==> config.mk <==
export PLATFORM = sky130hd
export DESIGN_NAME = dct_lane_pipe_flat
export DESIGN_NICKNAME = d
export VERILOG_FILES = /design/src/rtl/dct_pkg.sv /design/src/rtl/dct_lane_pipe_if.sv /design/src/rtl/dct_pipe_stage.sv /design/src/rtl/dct_lane_pipe.sv /design/src/flat_wrapper.sv
export SDC_FILE = /design/constraint.sdc
export NUM_CORES = 1
export LEC_CHECK = 0
export CAP_MARGIN = 10
export CORE_ASPECT_RATIO = 0.7
export CORE_MARGIN = 4
export CORE_UTILIZATION = 53
export DETAILED_ROUTE_END_ITERATION = 10
export MAX_ROUTING_LAYER = met4
export PLACE_DENSITY = 0.85
export SLEW_MARGIN = 20
export SYNTH_ARGS = -nofsm -noshare
export SYNTH_HDL_FRONTEND = slang
export SYNTH_SLANG_ARGS = --single-unit
==> constraint.sdc <==
create_clock -name clk -period 4.8 [get_ports clk]
set_input_delay 0.96 -clock clk [delete_from_list [all_inputs] [get_ports clk]]
set_output_delay 0.96 -clock clk [all_outputs]
set_load 0.01 [all_outputs]
==> src/rtl/dct_pkg.sv <==
// Shared types and default sizes for the DCT datapath: one row of signed
// coefficients as carried between butterfly stages and between passes.
package dct_pkg;

    localparam int DCT_COEF_W = 10;
    localparam int DCT_LANES  = 8;

    typedef logic signed [DCT_COEF_W-1:0] dct_coef_t;
    typedef dct_coef_t [DCT_LANES-1:0]    dct_row_t;

endpackage

==> src/rtl/dct_lane_pipe_if.sv <==
// Row stream plus pipe control between a DCT producer, the elastic pipe and
// its consumer. The master side drives beats in and takes them out.
interface dct_lane_pipe_if
    import dct_pkg::*;
#(
    parameter int WIDTH = DCT_COEF_W,
    parameter int LANES = DCT_LANES,
    parameter int DEPTH = 2
) ();

    localparam int OCC_W = (DEPTH < 1) ? 1 : $clog2(DEPTH + 1);

    logic                   flush;
    logic                   in_valid;
    logic                   in_ready;
    logic [LANES*WIDTH-1:0] in_data;
    logic                   in_last;
    logic                   out_valid;
    logic                   out_ready;
    logic [LANES*WIDTH-1:0] out_data;
    logic                   out_last;
    logic [OCC_W-1:0]       occupancy;

    modport master (
        output flush, in_valid, in_data, in_last, out_ready,
        input  in_ready, out_valid, out_data, out_last, occupancy
    );

    modport slave (
        input  flush, in_valid, in_data, in_last, out_ready,
        output in_ready, out_valid, out_data, out_last, occupancy
    );

endinterface

==> src/rtl/dct_pipe_stage.sv <==
// One elastic pipe slot {valid, data, last}. It takes its source whenever the
// slot is open; payload is only written when a real beat arrives.
module dct_pipe_stage
    import dct_pkg::*;
#(
    parameter int DW = DCT_COEF_W * DCT_LANES
) (
    input  logic          clk,
    input  logic          rst,
    input  logic          flush,
    input  logic          accept,
    input  logic          src_valid,
    input  logic [DW-1:0] src_data,
    input  logic          src_last,
    output logic          valid,
    output logic [DW-1:0] data,
    output logic          last
);

    // NOTE: state uses non-blocking assignments so every stage samples its
    // neighbour's pre-edge value; the payload is cleared on reset because the
    // output port must read zero, while flush only drops valid.
    always_ff @(posedge clk) begin
        if (!rst) begin
            valid <= 1'b0;
            data  <= '0;
            last  <= 1'b0;
        end else if (flush) begin
            valid <= 1'b0;
        end else if (accept) begin
            valid <= src_valid;
            if (src_valid) begin
                data <= src_data;
                last <= src_last;
            end
        end
    end

endmodule

==> src/rtl/dct_lane_pipe.sv <==
// Elastic multi-lane row pipe: DEPTH slots with bubble collapse, a ready chain
// that is combinational from out_ready back to in_ready, flush and occupancy.
module dct_lane_pipe
    import dct_pkg::*;
#(
    parameter int WIDTH = DCT_COEF_W,
    parameter int LANES = DCT_LANES,
    parameter int DEPTH = 2
) (
    input logic            clk,
    input logic            rst,
    dct_lane_pipe_if.slave bus
);

    localparam int DW    = LANES * WIDTH;
    localparam int OCC_W = (DEPTH < 1) ? 1 : $clog2(DEPTH + 1);

    if (DEPTH < 1) begin : g_bad_depth
        $error("dct_lane_pipe: DEPTH must be at least 1");
    end

    logic [DEPTH-1:0]         stage_v;
    logic [DEPTH-1:0]         stage_last;
    logic [DEPTH-1:0][DW-1:0] stage_data;
    logic [DEPTH:0]           open;
    logic                     in_fire;
    logic                     out_fire;
    logic [OCC_W-1:0]         occ_q;

    // NOTE: open gets a full default before the loop so no bit can infer a latch.
    // A slot is open when empty or when its content moves on this same edge.
    always_comb begin
        open        = '0;
        open[DEPTH] = bus.out_ready;
        for (int k = DEPTH - 1; k >= 0; k--) begin
            open[k] = !stage_v[k] || open[k+1];
        end
    end

    assign bus.in_ready = rst && !bus.flush && open[0];
    assign in_fire      = bus.in_valid && bus.in_ready;
    assign out_fire     = stage_v[DEPTH-1] && bus.out_ready;

    for (genvar k = 0; k < DEPTH; k++) begin : g_stage
        logic          src_valid;
        logic [DW-1:0] src_data;
        logic          src_last;

        if (k == 0) begin : g_head
            assign src_valid = bus.in_valid;
            assign src_data  = bus.in_data;
            assign src_last  = bus.in_last;
        end else begin : g_chain
            assign src_valid = stage_v[k-1];
            assign src_data  = stage_data[k-1];
            assign src_last  = stage_last[k-1];
        end

        dct_pipe_stage #(.DW(DW)) u_stage (
            .clk       (clk),
            .rst       (rst),
            .flush     (bus.flush),
            .accept    (open[k]),
            .src_valid (src_valid),
            .src_data  (src_data),
            .src_last  (src_last),
            .valid     (stage_v[k]),
            .data      (stage_data[k]),
            .last      (stage_last[k])
        );
    end

    always_ff @(posedge clk) begin
        if (!rst) begin
            occ_q <= '0;
        end else if (bus.flush) begin
            occ_q <= '0;
        end else if (in_fire && !out_fire) begin
            occ_q <= occ_q + OCC_W'(1);
        end else if (!in_fire && out_fire) begin
            occ_q <= occ_q - OCC_W'(1);
        end
    end

    assign bus.out_valid = stage_v[DEPTH-1];
    assign bus.out_data  = stage_data[DEPTH-1];
    assign bus.out_last  = stage_last[DEPTH-1];
    assign bus.occupancy = occ_q;

endmodule
==> src/flat_wrapper.sv <==
// flat-port wrapper written by rule: the top's interface ports become plain ports
module dct_lane_pipe_flat import dct_pkg::*;
#(
    parameter int WIDTH = DCT_COEF_W,
    parameter int LANES = DCT_LANES,
    parameter int DEPTH = 2
)
  (clk, rst, bus_flush, bus_in_valid, bus_in_data, bus_in_last, bus_out_ready, bus_in_ready, bus_out_valid, bus_out_data, bus_out_last, bus_occupancy);
  dct_lane_pipe_if #(.WIDTH(WIDTH), .LANES(LANES), .DEPTH(DEPTH)) bus_i ();
  input logic clk;
  input logic rst;
  input wire logic [$bits(bus_i.flush)-1:0] bus_flush;
  input wire logic [$bits(bus_i.in_valid)-1:0] bus_in_valid;
  input wire logic [$bits(bus_i.in_data)-1:0] bus_in_data;
  input wire logic [$bits(bus_i.in_last)-1:0] bus_in_last;
  input wire logic [$bits(bus_i.out_ready)-1:0] bus_out_ready;
  output wire logic [$bits(bus_i.in_ready)-1:0] bus_in_ready;
  output wire logic [$bits(bus_i.out_valid)-1:0] bus_out_valid;
  output wire logic [$bits(bus_i.out_data)-1:0] bus_out_data;
  output wire logic [$bits(bus_i.out_last)-1:0] bus_out_last;
  output wire logic [$bits(bus_i.occupancy)-1:0] bus_occupancy;
  assign bus_i.flush = bus_flush;
  assign bus_i.in_valid = bus_in_valid;
  assign bus_i.in_data = bus_in_data;
  assign bus_i.in_last = bus_in_last;
  assign bus_i.out_ready = bus_out_ready;
  assign bus_in_ready = bus_i.in_ready;
  assign bus_out_valid = bus_i.out_valid;
  assign bus_out_data = bus_i.out_data;
  assign bus_out_last = bus_i.out_last;
  assign bus_occupancy = bus_i.occupancy;
  dct_lane_pipe #(.WIDTH(WIDTH), .LANES(LANES), .DEPTH(DEPTH)) u_core (.clk(clk), .rst(rst), .bus(bus_i));
endmodule
==> After elaboration in Yosys (flattened, before gate mapping) <==
Index checks and enable logic that the tools add are counted.
{ "op_classes": {"bitwise": 2, "mux": 2, "addsub": 2, "reduce_logical": 17, "eq_ne": 0, "magnitude_cmp": 0, "shift": 0, "div": 0, "multipliers": 0} }
{ "ops": {"columns": ["operator", "n"], "rows": [
  ["1-bit logical AND", 6],
  ["3-bit AND reduction", 2],
  ["1-bit logical NOT", 5],
  ["2-bit two-way mux", 2],
  ["2-bit by 1-bit adder with 2-bit output, second input constant", 1],
  ["1-bit logical OR", 2],
  ["1-bit inverter", 2],
  ["2-bit nonzero test", 1],
  ["2-bit OR reduction", 1],
  ["2-bit by 1-bit subtractor with 2-bit output, second input constant", 1]
]} }
{ "word_totals": {"romBits": 0, "register_bits": 166, "wordCells": 30, "n_memories": 0, "latch_bits": 0, "output_inout_bits": 85, "in_bits": 86, "mem_bits_rw": 0} }

==> Depth between registers and ports, before layout <==
Gate-level depths: netlist of the first run.
{ "depth": {"depth_word": 9, "mapped_depth": 10, "ltp_nobuf": 7} }

==> Cells and area by module <==
From an unflattened synthesis of the first run, not the netlist that was laid out.
{ "unflattened": {"cells_unflattened": 726, "area_unflattened_um2": 6819.0} }
{ "by_module_without_submodules": {"columns": ["module", "instances", "area_each_um2", "seq_area_each_um2", "cells_each"], "rows": [
  ["dct_pipe_stage", 2, 3343.2, 1641.6, 355],
  ["dct_lane_pipe", 1, 132.6, 40.0, 16]
]} }

==> Worst setup path after synthesis of the first run <==
OpenSTA, ideal clock, no wires.
{ "synth_timing": {"path_type": "in2reg", "startpoint": "input port bus_out_ready", "endpoint": "register u_core.occ_q[1], in the netlist u_core.bus.occupancy[1]", "path_slack_ns": 2.228, "n_path_buf": 3, "t_required_ns": 4.730, "arrival_ns": 2.502, "stages": 9, "setup_ns": 0.070, "path_cell_list": "nor2b_4 -> buf_6 -> a21oi_4 -> buf_12 -> buf_8 -> and2_1 -> ha_1 -> or3_1 -> a21oi_1"} }
{ "synth_between": {"elab_chain_cells": 7, "elab_cells_between_ends": 11, "cone_classes": "mux (1); reduce/logical (10)"} }
{ "synth_lines": {"columns": ["item", "line_no", "rtl"], "rows": [
  ["from (decl)", "flat_wrapper.sv:16", "input wire logic [$bits(bus_i.out_ready)-1:0] bus_out_ready;"],
  ["1-bit logical OR (2 in series)", "dct_lane_pipe.sv:36", "open[k] = !stage_v[k] || open[k+1];"],
  ["1-bit logical AND", "dct_lane_pipe.sv:40", "assign bus.in_ready = rst && !bus.flush && open[0];"],
  ["1-bit logical AND", "dct_lane_pipe.sv:41", "assign in_fire = bus.in_valid && bus.in_ready;"],
  ["1-bit logical NOT", "dct_lane_pipe.sv:80", "end else if (!in_fire && out_fire) begin"],
  ["1-bit logical AND", "dct_lane_pipe.sv:80", null],
  ["2-bit nonzero test (no line)", null, null],
  ["to (signal assigned)", "dct_lane_pipe.sv:79", "occ_q <= occ_q + OCC_W'(1);"],
  ["to (signal assigned)", "dct_lane_pipe.sv:81", "occ_q <= occ_q - OCC_W'(1);"],
  ["to (decl)", "dct_lane_pipe.sv:28", "logic [OCC_W-1:0] occ_q;"]
]} }
Parallel ways exist; a longest one is shown, timed or not.
A chain may end at the register's enable or synchronous reset.

==> Worst setup path in the final report of the first run <==
{ "layout_timing": {"startpoint": "input port bus_out_ready", "endpoint": "output port bus_in_ready"} }
{ "layout_between": {"elab_chain_cells": 3} }
{ "layout_lines": {"columns": ["item", "line_no", "rtl"], "rows": [
  ["1-bit logical OR (2 in series)", "dct_lane_pipe.sv:36", null],
  ["1-bit logical AND", "dct_lane_pipe.sv:40", null],
  ["to (decl)", "flat_wrapper.sv:17", "output wire logic [$bits(bus_i.in_ready)-1:0] bus_in_ready;"]
]} }
No other way between the ends.

==> results.toml, run 1 <==
[power]
p_leak_nw = 3.12
seqPwrFrac_pct = 49.7
power.internal_w = 0.00224
p_comb_share_pct = 8.0
p_per_area_nw_per_um2 = 329
clockPowerShare_pct = 42.3
p_sw_w = 0.000657
sw_frac_of_total_pct = 22.7
ir_drop_v = 0.000298

[timing]
rsz0062_at_grt = "no"
setup_viol = 0
timing.final.hold_violations = 0
worstMarginPinSlew_ps = 1070
min_period_ps = 3660
fmax_mhz = 273
finalWorstSetupSlack_ps = 1140
slew_headroom_pct = 28.8
period_share_pct = 76.3
slew_violations = 0
fin_setup_tns_ps = 0
finClkSkew_ps = 7.12

[cts]
cts_hold_buf = 0
clock_latency_ps = 410
cts_buffers = 17
cts_num_sinks = 166
cts-resized-gates = 0
cts_setup_buffers = 0
h-tree-depth = 4
root_buffer = "clkbuf_16"
clock_path_buffers = 2
path_clk_slew_ps = 60
cts_tree = "yes"

[yosys]
postSynthCellCount = 745
yosys_warnings = 0
synth_edf_count = 0
ys.flop_type = "dfxtp_1"
synth.ff_latch_count = 166
netlist_area_sq_um = 6780
synth_top_family_by_area = "simple AND/OR/NAND/NOR gates"
synth_compound_area_share_pct = 15.5
synth_fa_ha_area_share_pct = 0.185
synth.largest_area_cell = "dfxtp_1"
async_reset_ff_share_pct = 0
synth_area_per_cell_sq_um = 9.10
ys_top_cells_by_area = "dfxtp_1, mux2i_1, nand2_1, a21boi_0, o21ai_0"
synth_commonest_cells = "dfxtp_1, nand2_1, o21ai_0, mux2i_1, nand3_1"
synthXorXnorAreaFrac_pct = 0.258
yosysUniqueCellTypes = 25
syn-num-nets = 832
ys_seq_area_share_pct = 49.0
synthMuxAreaShare_pct = 12.0
synthSimpleGateAreaFrac_pct = 16.1
yosysMostFrequentCell = "dfxtp_1"
netlist.area_leader.share_pct = 49.0

[worst_setup_path]
crit_chain = "clkdlybuf4s50_1 > nor2b_4 > buf_4 > a21oi_1 > clkdlybuf4s50_1"
criticalPathCategory = "primary input to output port"
cp_slowest_cell = "clkdlybuf4s50_1"
critical_path_arrival_ps = 2700
path_max_fanout = 43
cp-end-kind = "output port"
worst_ep_required_time_ps = 3840
max_stage_delay_ps = 580
cp_common_cell = "clkdlybuf4s50_1"
worst_setup_path_start_kind = "primary input"

[run]
drv_cap = 0

[floorplanning]
initial_utilization_pct = 54.4
io_pins = 171
die_w_um = 143
coreArea_sq_um = 12500
rows = 34
die-area_sq_um = 14700
die_h_um = 103

[cells_and_area]
multi_input_area_sq_um = 2990
fill_cells = 918
seq_area_sq_um = 3320
final_nets = 958
drive_gt1_share_pct = 4.87
area_delta_synth_final_pct = 30.0
diodes = 0

[detailed_routing]
drc = 0
vias = 5688
wire_per_inst_um = 16.3
wl_um = 17100
drt_first_pass_iters = 5
vias_per_cell = 5.44
postRouteAntennaNets = 0
dr.first_iter.drc_count = 424

[global_routing]
grt_pass1_vias = 5456
grt_max_degree = 132
antenna_found_initial = 0
grt_pass1_wl_um = 27000
grt_overflow = 0
grtUsageTotal_pct = 23.8

[hold_path]
min_path_type = "flop to flop"

[placed_design]
gp_congestion = 0.839
portBuffers = 170
hpwlAfterDp_um = 11200
pre_cts_ws_ps = 1110

[run_status]
outcome = "completed"
## through the flow
step	instance area (sq um)	utilization [%]	total power [W]	hold slack, ps	instances
after floorplan	6780	-	0.00160	435	745
after global placement	8280	66.5	0.00169	442	1014
after detailed placement	8280	66.5	0.00170	448	1014
after CTS	8810	70.7	0.00290	459	1045
after global routing	8810	70.7	0.00299	472	1045
final	8810	70.7	0.00290	456	1045
## routing by layer
metal  track usage [%]  wire length, um
met3              5.24             1370
met5                 -                0
met4              6.06              184
met1              32.6             7670
met2              36.2             7830
## worst max-delay path: cells and delay by family
family / cells / cell delay [ps]
AOI/OAI and AO/OA: 1 / 260
buffers and inverters: 3 / 1410
and+or+nand+nor: 1 / 60
## area by class of cell
class / count / share of cell area (%)
multi-input combinational: 507 / 33.9
tap: 162 / 2.30
clock inverter: 8 / 0.582
sequential: 166 / 37.7
clock buffer: 23 / 5.42
timing repair buffer: 179 / 20.1
## path summary, 6_finish.rpt
kind	from	endpoint	slack, ps	cells after the start
max reg2reg	u_core.g_stage[1].u_stage.valid$_SDFFE_PP0P_	u_core.g_stage[0].u_stage.data[70]$_SDFFE_PN0P_	2190	6
min	u_core.g_stage[0].u_stage.data[65]$_SDFFE_PN0P_	u_core.g_stage[0].u_stage.data[65]$_SDFFE_PN0P_	460	2
max	bus_out_ready	bus_in_ready	1140	5
min reg2reg	u_core.g_stage[0].u_stage.data[65]$_SDFFE_PN0P_	u_core.g_stage[0].u_stage.data[65]$_SDFFE_PN0P_	460	2
## cell usage in the layout (no fill, tap or decap), types with 4 or more instances in the layout
cell,netlist,layout
mux2i_1,81,81
dfxtp_1,166,166
nand3_1,81,81
a21boi_1,14,14
buf_4,9,9
a21boi_0,67,67
clkbuf_16,0,17
clkinv_2,0,4
o21ai_0,82,82
nor2_1,4,4
clkdlybuf4s50_1,0,169
nand2_1,163,163
## registers in the layout (all words and copies together), names as in the netlist
signal,cells
u_core.bus.occupancy,2
u_core.g_stage.u_stage.valid,2
u_core.g_stage.u_stage.data,160
u_core.g_stage.u_stage.last,2
## kinds of logic (layout without fill, tap and decap cells)
kind of cell | count (synthesis) | after routing
buffers and inverters | 72 | 210
AOI/OAI and AO/OA | 167 | 167
muxes | 81 | 81
and+or+nand+nor | 256 | 256
DFF | 166 | 166
xor gates and xnor gates | 2 | 2
adders and majority gates | 1 | 1
## power groups by stage
| stage | clock [W] | combinational [W] | sequential, W |
|---|---|---|---|
| after floorplan | 0 | 0.000137 | 0.00147 |
| after global placement | 0 | 0.000224 | 0.00147 |
| after detailed placement | 0 | 0.000229 | 0.00147 |
| after CTS | 0.00123 | 0.000231 | 0.00144 |
| after global routing | 0.00130 | 0.000251 | 0.00144 |
| final | 0.00122 | 0.000231 | 0.00144 |
No activity file was read; power rests on OpenSTA's default activity.
==> run 2, diff against run 1 <==
Settings changed: CORE_UTILIZATION 53 to 49, PLACE_DENSITY 0.85 to 0.8.
Clock period 4.8 ns to 3.4 ns, I/O delays scaled along.
==> results.toml, run 2 (same netlist as run 1, synthesis figures left out) <==
[global_routing]
antenna_found_initial = 0
grt_pass1_vias = 5273
grt_pass1_wl_um = 26700
grtUsageTotal_pct = 21.4
grt_overflow = 0
grt_max_degree = 245

[cts]
h-tree-depth = 4
cts_buffers = 17
clock_latency_ps = 420
path_clk_slew_ps = 60
clock_path_buffers = 2
cts-resized-gates = 0
cts_setup_buffers = 0
root_buffer = "clkbuf_16"
cts_tree = "yes"
cts_hold_buf = 0
cts_num_sinks = 166

[cells_and_area]
drive_gt1_share_pct = 5.53
largest_register_ffs = 160
diodes = 0
layout_commonest_cell = "clkdlybuf4s50_1"
final_cell_mix = "clkdlybuf4s50_1, dfxtp_1, nand2_1"
top_register = "u_core.g_stage.u_stage.data"
final_nets = 960
area_delta_synth_final_pct = 32.3

[run_status]
outcome = "completed"

[detailed_routing]
wl_um = 16600
dr.first_iter.drc_count = 359
wire_per_inst_um = 15.5
drt_first_pass_iters = 4
vias = 5573
drc = 0
vias_per_cell = 5.20
postRouteAntennaNets = 0

[power]
p_per_area_nw_per_um2 = 472
finalPower_w = 0.00423
ir_drop_v = 0.000369
p_leak_nw = 3.18

[floorplanning]
io_pins = 171
initial_utilization_pct = 50.8
die-area_sq_um = 15800
rows = 35
die_w_um = 149
die_h_um = 106
coreArea_sq_um = 13400

[worst_setup_path]
rr_endpoint = "u_core.g_stage[1].u_stage.data[65]$_SDFFE_PN0P_"
worst_setup_path_start_kind = "primary input"
r2r_cells = 4
cp-end-kind = "output port"
ff2ff_setup_slack_ps = 1570
timing.rr.start = "u_core.g_stage[1].u_stage.valid$_SDFFE_PP0P_"
critical_path_arrival_ps = 2080
path_max_fanout = 5
worst_ep_required_time_ps = 2720
criticalPathCategory = "primary input to output port"

[timing]
slew_headroom_pct = 36.4
fmax_mhz = 362
slew_violations = 0
rsz0062_at_grt = "no"
finClkSkew_ps = 9.40
holdWs_ps = 457
worstMarginPinSlew_ps = 954
timing.final.hold_violations = 0
min_period_ps = 2760
fin_setup_tns_ps = 0
period_share_pct = 81.2
setup_viol = 0

[placed_design]
gp_congestion = 0.789
portBuffers = 170
hpwlAfterDp_um = 10300

[run]
drv_cap = 0

[hold_path]
min_path_cells = 2
min_to = "u_core.g_stage[0].u_stage.last$_SDFFE_PN0P_"
hold_path_startpoint = "u_core.g_stage[0].u_stage.last$_SDFFE_PN0P_"
min_path_type = "flop to flop"
[run 2: per-stage QoR]
stage	setup slack, ps	instances	cell area, sq um	util [%]
2_1_floorplan	1110	745	6780	-
3_3_place_gp	673	1039	8390	62.8
3_5_place_dp	641	1039	8390	62.8
4_1_cts	627	1071	8970	67.1
5_1_grt	569	1071	8970	67.1
6_report	639	1071	8970	67.1
[run 2: worst max-delay path: stages]
cell	delay [ps]
clkdlybuf4s50_1	440
nand2b_1	220
a21oi_1	150
clkdlybuf4s50_1	590
[run 2: worst max path at each step]
| stage | from | endpoint | slack, ps | depth (start not counted) |
|---|---|---|---|---|
| finish | bus_flush | bus_in_ready | 640 | 4 |
| global route | bus_flush | bus_in_ready | 570 | 4 |
| CTS | bus_flush | bus_in_ready | 630 | 4 |
| detailed placement | bus_flush | bus_in_ready | 640 | 4 |
| global placement | bus_flush | bus_in_ready | 670 | 4 |
| floorplan | bus_out_ready | u_core.bus.occupancy[1]$_SDFFE_PP0P_ | 1110 | 9 |
[run 2: where the power goes]
part	total, W	leakage (nW)	internal [W]	switching [W]
combinational	0.000326	1.55	0.000178	0.000147
sequential	0.00203	1.35	0.00200	0.0000287
clock	0.00188	0.285	0.00105	0.000829
total	0.00423	3.18	0.00323	0.00100
[run 2: final cells by class]
class	count	area [sq um]
multi-input cells	507	2990
clock buffers	18	439
fillers	1132	4390
repair buffers	181	1850
flip-flops and latches	166	3320
well taps	185	231
clock inverters	14	138
[run 2: routing by layer]
layer / wire [um] / global-route usage, % / part of all wire [%] / vias to the layer above
li1: - / - / - / 2784
met1: 7890 / 28.6 / 47 / 2617
met2: 7280 / 31.3 / 44 / 157
met3: 1280 / 6.86 / 7.7 / 15
met4: 172 / 5.80 / 1.0 / 0
met5: 0 / - / 0 / -
